--- src/rtl/mips_bus_pkg.sv ---
// Shared types and constants for the MIPS pin-bus arbiter: FSM states, grant
// owners and the byte-beat geometry of one 32-bit word.
package mips_bus_pkg;

   typedef enum logic [1:0] {IDLE, XFER, ACK} state_e;
   typedef enum logic {FETCH, DATA} grant_e;

   localparam int BEATS  = 4;
   localparam int BEAT_W = 2;

   // Little-endian byte lane of a word: beat 0 is bits [7:0].
   function automatic logic [7:0] byte_sel(input logic [31:0] word,
                                           input logic [BEAT_W-1:0] beat);
      return word[{beat, 3'b000} +: 8];
   endfunction

endpackage

--- src/rtl/mips_bus_beat_timer.sv ---
// Beat sequencer for one word transfer: wcnt paces each byte beat over
// BEAT_CYC cycles, beat walks the four byte lanes.
module mips_bus_beat_timer
   import mips_bus_pkg::*;
#(
   parameter int BEAT_CYC = 2
) (
   input  logic              clk,
   input  logic              rst,
   input  logic              clear_i,
   input  logic              enable_i,
   output logic [BEAT_W-1:0] beat_o,
   output logic              beat_last_cyc_o,
   output logic              word_done_o
);

   localparam int WCNT_W = (BEAT_CYC > 1) ? $clog2(BEAT_CYC) : 1;
   localparam logic [WCNT_W-1:0] WCNT_MAX = WCNT_W'(BEAT_CYC - 1);
   localparam logic [BEAT_W-1:0] BEAT_MAX = BEAT_W'(BEATS - 1);

   logic [WCNT_W-1:0] wcnt_q, wcnt_d;
   logic [BEAT_W-1:0] beat_q, beat_d;

   always_comb begin
      beat_last_cyc_o = enable_i && (wcnt_q == WCNT_MAX);
      word_done_o     = beat_last_cyc_o && (beat_q == BEAT_MAX);
      wcnt_d          = wcnt_q;
      beat_d          = beat_q;
      if (clear_i) begin
         wcnt_d = '0;
         beat_d = '0;
      end else if (enable_i) begin
         if (beat_last_cyc_o) begin
            wcnt_d = '0;
            beat_d = beat_q + 1'b1;
         end else begin
            wcnt_d = wcnt_q + 1'b1;
         end
      end
   end

   always_ff @(posedge clk or posedge rst) begin
      if (rst) begin
         wcnt_q <= '0;
         beat_q <= '0;
      end else begin
         wcnt_q <= wcnt_d;
         beat_q <= beat_d;
      end
   end

   assign beat_o = beat_q;

endmodule

--- src/rtl/mips_pin_bus_arbiter.sv ---
// Round-robin arbiter sharing the 8-bit pin bus between instruction fetch and
// data ports; each word moves as four little-endian byte beats.
module mips_pin_bus_arbiter
   import mips_bus_pkg::*;
#(
   parameter int ADDR_W   = 8,
   parameter int BEAT_CYC = 2
) (
   input  logic              clk,
   input  logic              rst,
   input  logic              if_req,
   input  logic [ADDR_W-1:0] if_addr,
   output logic              if_ack,
   output logic [31:0]       if_rdata,
   input  logic              dm_req,
   input  logic              dm_we,
   input  logic [ADDR_W-1:0] dm_addr,
   input  logic [31:0]       dm_wdata,
   output logic              dm_ack,
   output logic [31:0]       dm_rdata,
   output logic [ADDR_W-1:0] ext_addr,
   output logic [7:0]        ext_wdata,
   input  logic [7:0]        ext_rdata,
   output logic              ext_we,
   output logic              ext_strobe,
   output logic              busy
);

   state_e               state_q, state_d;
   grant_e               last_grant_q, last_grant_d;
   grant_e               gnt;
   logic [ADDR_W-3:0]    word_q, word_d;
   logic                 we_q, we_d;
   logic [31:0]          wdata_q, wdata_d;
   logic [31:0]          rbuf_q, rbuf_d;
   logic [31:0]          if_rdata_q, if_rdata_d;
   logic [31:0]          dm_rdata_q, dm_rdata_d;
   logic [BEAT_W-1:0]    beat;
   logic                 beat_last_cyc;
   logic                 word_done;

   mips_bus_beat_timer #(.BEAT_CYC(BEAT_CYC)) u_timer (
      .clk             (clk),
      .rst             (rst),
      .clear_i         (state_q != XFER),
      .enable_i        (state_q == XFER),
      .beat_o          (beat),
      .beat_last_cyc_o (beat_last_cyc),
      .word_done_o     (word_done)
   );

   always_comb begin
      state_d      = state_q;
      last_grant_d = last_grant_q;
      gnt          = last_grant_q;
      word_d       = word_q;
      we_d         = we_q;
      wdata_d      = wdata_q;
      rbuf_d       = rbuf_q;
      if_rdata_d   = if_rdata_q;
      dm_rdata_d   = dm_rdata_q;
      ext_addr     = '0;
      ext_wdata    = '0;
      ext_we       = 1'b0;
      ext_strobe   = 1'b0;
      if_ack       = 1'b0;
      dm_ack       = 1'b0;
      unique case (state_q)
         IDLE: begin
            if (if_req || dm_req) begin
               if (if_req && dm_req)
                  gnt = (last_grant_q == FETCH) ? DATA : FETCH;
               else
                  gnt = dm_req ? DATA : FETCH;
               last_grant_d = gnt;
               state_d      = XFER;
               if (gnt == DATA) begin
                  word_d  = dm_addr[ADDR_W-1:2];
                  we_d    = dm_we;
                  wdata_d = dm_wdata;
               end else begin
                  word_d  = if_addr[ADDR_W-1:2];
                  we_d    = 1'b0;
                  wdata_d = '0;
               end
            end
         end
         XFER: begin
            ext_strobe = 1'b1;
            ext_addr   = {word_q, beat};
            ext_we     = we_q;
            ext_wdata  = byte_sel(wdata_q, beat);
            if (beat_last_cyc && !we_q)
               rbuf_d[{beat, 3'b000} +: 8] = ext_rdata;
            // Publish the word as it completes so rdata only changes at acks.
            if (word_done) begin
               state_d = ACK;
               if (!we_q) begin
                  if (last_grant_q == DATA)
                     dm_rdata_d = {ext_rdata, rbuf_q[23:0]};
                  else
                     if_rdata_d = {ext_rdata, rbuf_q[23:0]};
               end
            end
         end
         ACK: begin
            if_ack  = (last_grant_q == FETCH);
            dm_ack  = (last_grant_q == DATA);
            state_d = IDLE;
         end
         default: state_d = IDLE;
      endcase
   end

   always_ff @(posedge clk or posedge rst) begin
      if (rst) begin
         state_q      <= IDLE;
         last_grant_q <= FETCH;
         word_q       <= '0;
         we_q         <= 1'b0;
         wdata_q      <= '0;
         rbuf_q       <= '0;
         if_rdata_q   <= '0;
         dm_rdata_q   <= '0;
      end else begin
         state_q      <= state_d;
         last_grant_q <= last_grant_d;
         word_q       <= word_d;
         we_q         <= we_d;
         wdata_q      <= wdata_d;
         rbuf_q       <= rbuf_d;
         if_rdata_q   <= if_rdata_d;
         dm_rdata_q   <= dm_rdata_d;
      end
   end

   assign if_rdata = if_rdata_q;
   assign dm_rdata = dm_rdata_q;
   assign busy     = (state_q != IDLE);

endmodule

--- config.mk ---
export PLATFORM = sky130hd
export DESIGN_NAME = mips_pin_bus_arbiter
export DESIGN_NICKNAME = d
export VERILOG_FILES = /design/src/rtl/mips_bus_pkg.sv /design/src/rtl/mips_bus_beat_timer.sv /design/src/rtl/mips_pin_bus_arbiter.sv
export SDC_FILE = /design/constraint.sdc
export NUM_CORES = 1
export LEC_CHECK = 0
export CORE_ASPECT_RATIO = 0.6
export CORE_MARGIN = 10
export CORE_UTILIZATION = 42
export CTS_CLUSTER_SIZE = 24
export DETAILED_ROUTE_END_ITERATION = 6
export PLACE_DENSITY = 0.76
export SYNTH_ARGS = -nofsm -noshare
export SYNTH_HDL_FRONTEND = slang
export SYNTH_SLANG_ARGS = --single-unit
--- constraint.sdc ---
create_clock -name clk -period 6.5 [get_ports clk]
set_clock_uncertainty 0.1 [all_clocks]
set_input_delay 0.65 -clock clk [delete_from_list [all_inputs] [get_ports clk]]
set_output_delay 0.65 -clock clk [all_outputs]
set_load 0.01 [all_outputs]
* Yosys cells after proc, flatten, opt, wreduce, memory -nomap -nowiden *
Cells that the tools add are included.

word-level totals
  bits in registers = 141
  latch bits = 0
  memory bits (writable) = 0
  ROM bits = 0
  bits of input ports = 61
  memories kept = 0

operators by class
  $add $sub $neg = 3
  multiply operators = 0
  div/mod/pow operators = 0
  $lt $le $gt $ge = 0
  equal/unequal tests = 6
  shift operators = 3
  muxes and demuxes = 24
  bitwise gates (word level) = 2
  reductions and logical operators = 16

operators by type and width
  cell                    number
  $bwmux 32               1
  $mux 32                 1
  $shift 8x7->32 const A  1
  $shiftx 32x6->8         1
  $shiftx 8x7->32         1
  $mux 8                  2
  $mux 1                  13
  $mux 2                  5
  $reduce_and 2->1        4
  $reduce_and 4->1        2
  $neg 5->7               1
  $mux 6                  1
  $reduce_bool 2->1       3
  $eq 2x2->1 const B      2
  $logic_and 1x1->1       4
  $ne 2x2->1 const B      2
  $pmux 2 s2              1
  $add 2x1->2 const B     1
  $eq 2x1->1 const B      1
  $logic_not 2->1         1
  $ne 2x1->1 const B      1
  $not 1->1               2
  $add 1x1->1 const B     1
  $logic_not 1->1         1
  $logic_or 1x1->1        1

* Depth between registers and ports, before layout *
  depth after elaboration = 5
  gate-level depth with buffers = 7
  depth with buffers taken out = 5

* Hierarchy *
Synthesis repeated with hierarchy kept, for this count alone.

second synthesis, totals
  cell total of the unflattened synthesis = 382
  area total of the unflattened synthesis = 5,614.1 µm²

modules (own cells, without submodules)
  module                times used  cells an instance  area an instance (µm²)  sequential area each (µm²)
  mips_pin_bus_arbiter  1           367                5,447.7                 3,253.1
  mips_bus_beat_timer   1           15                 166.4                   75.1

* Least setup slack after synthesis *
No wires, ideal clock.

  kind = register -> output
  from = reg u_timer.beat_q[0] (netlist: u_timer.beat_o[0])
  to = out ext_wdata[1]
  arrival = 1.347 ns
  setup slack = 4.403 ns
  cell stages (with the launch flop) = 4
  buffers on the path = 1
  cell sequence = dfrtp_1 buf_4 mux4_2 and2_1

on the way
  longest elaborated chain between the ends = 2

RTL lines
  element                 line                        RTL
  from (decl)             mips_bus_beat_timer.sv:22   logic [BEAT_W-1:0] beat_q, beat_d;
  from (signal assigned)  mips_bus_beat_timer.sv:48   beat_q <= beat_d;
  $shiftx 32x6->8         mips_bus_pkg.sv:14          return word[{beat, 3'b000} +: 8];
  $mux 8                  mips_pin_bus_arbiter.sv:68  unique case (state_q)
  to (decl)               mips_pin_bus_arbiter.sv:22  output logic [7:0] ext_wdata,

Every way passes these cells.

* Worst setup path in the final report *
Same ends and word-level chain as after synthesis.

==> flow_summary_export.csv <==
group,metric,value,unit
clocking,clkSinkCount,133,
clocking,clk_pin_slew,60,ps
setup_path,critical_path.top_delay_family,"flip-flops",
finish,layout-drive-gt1-share,21.8,%
logic_synthesis,yosys_warnings,0,
global_routing,grt_usage,16.3,%
route,drtAntennaViolNets,0,
timing,worstMarginPinSlew,1270,ps
setup_path,arrival,2580,ps
logic_synthesis,synth_nets,468,
logic_synthesis,async_flop_share,100,%
route,routed_wl,14.9,mm
placement,place_ws,3410,ps
route,drt-initial-drc-count,193,
timing,slew-limit-headroom,15.0,%
setup_path,critical_path_cell_count,3,
hold_path,hold_class,"flop to flop",
logic_synthesis,yosysSeqAreaShare,58.7,%
logic_synthesis,ys_ff_latch,133,
timing,setup_viol,0,
setup_path,end_kind,"primary output",
setup_path,r2r_slack,3460,ps
job,max_cap_violations,0,
timing,period_share,51.2,%
route,vias_per_cell,5.23,
floorplanning,row_count,32,
clocking,cts_buffers,17,
floorplanning,core_area,0.0130,mm2
power,vdd_ir_drop_max,200,uV
logic_synthesis,avgSynthCellArea,14.1,um2
clocking,clk_latency,410,ps
clocking,clk_root_buffer_cell,"clkbuf_16",
placement,portBuffers,141,
power,p_leak,3.51,nW
route,wl_per_cell,20.7,um
floorplanning,fp.dieH,110,um
route,num_vias,3764,
clocking,hold_buffers,0,
global_routing,grt_pass1_wl,23.5,mm
status,outcome,"complete, no violations",
floorplanning,io_pins,146,
timing,worst_slack,3170,ps
global_routing,grt_overflow,0,
timing,fmax,0.300,GHz
setup_path,path_buf_inv,1,
logic_synthesis,synth_cell_types,32,
global_routing,grt_pass1_vias,4133,
clocking,cts_setup_buffers,0,
setup_path,slowest_delay,900,ps
timing,fin_tns_setup,0,ps
clocking,post_cts_resized,0,
clocking,htreeDepth,4,
finish,final_cells,720,
finish,fin_nets,604,
timing,period_needed,3330,ps
timing,hold_violations,0,
logic_synthesis,synth_edf_count,0,
timing,finalMaxSlewViolations,0,
finish,areaGrowthSynthToFinish,36.6,%
logic_synthesis,synth_commonest_cells,"133 x dfrtp_1, 42 x mux2_2, 33 x a22o_1, 30 x mux2_4, 29 x inv_1",
timing,rsz0062_at_grt,"false",
logic_synthesis,synth.most_common_cell,"dfrtp_1",
logic_synthesis,synth_area_leaders,"dfrtp_1 59%, mux2_2 8.3%, mux2_4 7.9%, a22o_1 5.1%, mux4_2 3.2%",
clocking,cts_tree,"built",
timing,whs,385,ps
placement,hpwl,10.6,mm
logic_synthesis,synth.top_cell.area_share,58.7,%
power,powerDensity,497,mW/mm2
placement,place_congestion,0.769,
finish,n_antenna_cell,0,
setup_path,reg2reg_depth,5,
setup_path,critPathMaxFanout,15,
global_routing,antenna_found_initial,0,
placement,dp.cells,689,
route,drcViolationCount,0,
setup_path,path_class,"flop to primary output",
floorplanning,start_util,43.6,%
logic_synthesis,synth_area,0.00567,mm2
route,first_pass_iters,4,
global_routing,grt_max_degree,78,
floorplanning,dieWidth,170,um
setup_path,crit_slowest_cell,"dfrtp_1",
setup_path,worstSetupStartpointType,"flop",
setup_path,required,5750,ps
logic_synthesis,netlist_instances,402,
setup_path,path_cells,"mux4_2, and2_1, clkdlybuf4s50_1",
hold_path,whs_path_depth,1,
logic_synthesis,synth_flop_cell,"dfrtp_1",
clocking,clockBufferDepth,2,
floorplanning,die_area,0.0187,mm2
logic_synthesis,yosys.area.top_type,"dfrtp_1",
[path summary, 6_finish.rpt]
kind | startpoint | end
min in group asynchronous | rst | if_rdata[4]
max reg2reg | u_timer.beat_o[0] | rbuf_q[14]
min | dm_rdata[24] | dm_rdata[24]
min reg2reg | dm_rdata[24] | dm_rdata[24]
max in group asynchronous | rst | last_grant_q
max | u_timer.beat_o[0] | ext_wdata[1]
[per-stage QoR]
stage	util, %	cell area (um2)	power (mW)
after floorplan	-	5670	2.18
after global placement	55.1	7170	2.86
after detailed placement	55.1	7170	2.93
after CTS	59.6	7750	3.90
after global routing	59.6	7750	4.07
final	59.6	7750	3.85
[cell type report]
cell class / instances / area (um2)
clock buffers: 18 / 429
clock inverters: 13 / 150
fillers: 1027 / 5260
inverters: 29 / 114
multi-input cells: 212 / 2070
flip-flops and latches: 133 / 3330
well taps: 170 / 213
repair buffers: 145 / 1440
[report_power, final]
| part | switching (mW) | internal [mW] |
|---|---|---|
| Combinational | 0.586 | 0.880 |
| Clock | 0.375 | 0.568 |
| Sequential | 0.266 | 1.18 |
[metal layers]
| layer | vias to the layer above | global-route usage [%] | share of wire (%) |
|---|---|---|---|
| met5 | - | 0 | 0 |
| met4 | 0 | 5.55 | 1.2 |
| met3 | 16 | 6.50 | 8.1 |
| met2 | 108 | 24.8 | 45 |
| met1 | 1931 | 21.0 | 46 |
| li1 | 1709 | - | - |
[registers in the layout, summed over array words and instances (netlist names)]
name	flops
dm_rdata	32
if_rdata	32
wdata_q	32
rbuf_q	24
word_q	6
state_q	2
u_timer.beat_o	2
last_grant_q	1
u_timer.wcnt_q	1
we_q	1
[kinds of logic after synthesis]
| family | synth area share (%) |
|---|---|
| multiplexers | 20.4 |
| adder cells (fa/ha/maj) | 1.10 |
| buffers and inverters | 4.83 |
| AND/OR/NAND/NOR | 7.10 |
| XOR/XNOR | 0.154 |
| AO/OA/AOI/OAI | 7.72 |
| flip-flops | 58.7 |
[placed cells by master, fill, tap and decap left out, types with 2 or more instances in the layout]
master and count:
clkdlybuf4s50_1 141, dfrtp_1 133, mux2_2 42, a22o_1 33
mux2_4 30, inv_1 28, o21ai_0 25, nand4_1 24
and2_1 21, clkbuf_16 17, mux4_2 8, nor2_1 6
inv_6 5, ha_1 5, clkinvlp_4 5, mux2_1 4
buf_4 4, clkinv_4 2, bufinv_16 2
Power figures use the tool's default switching activity.
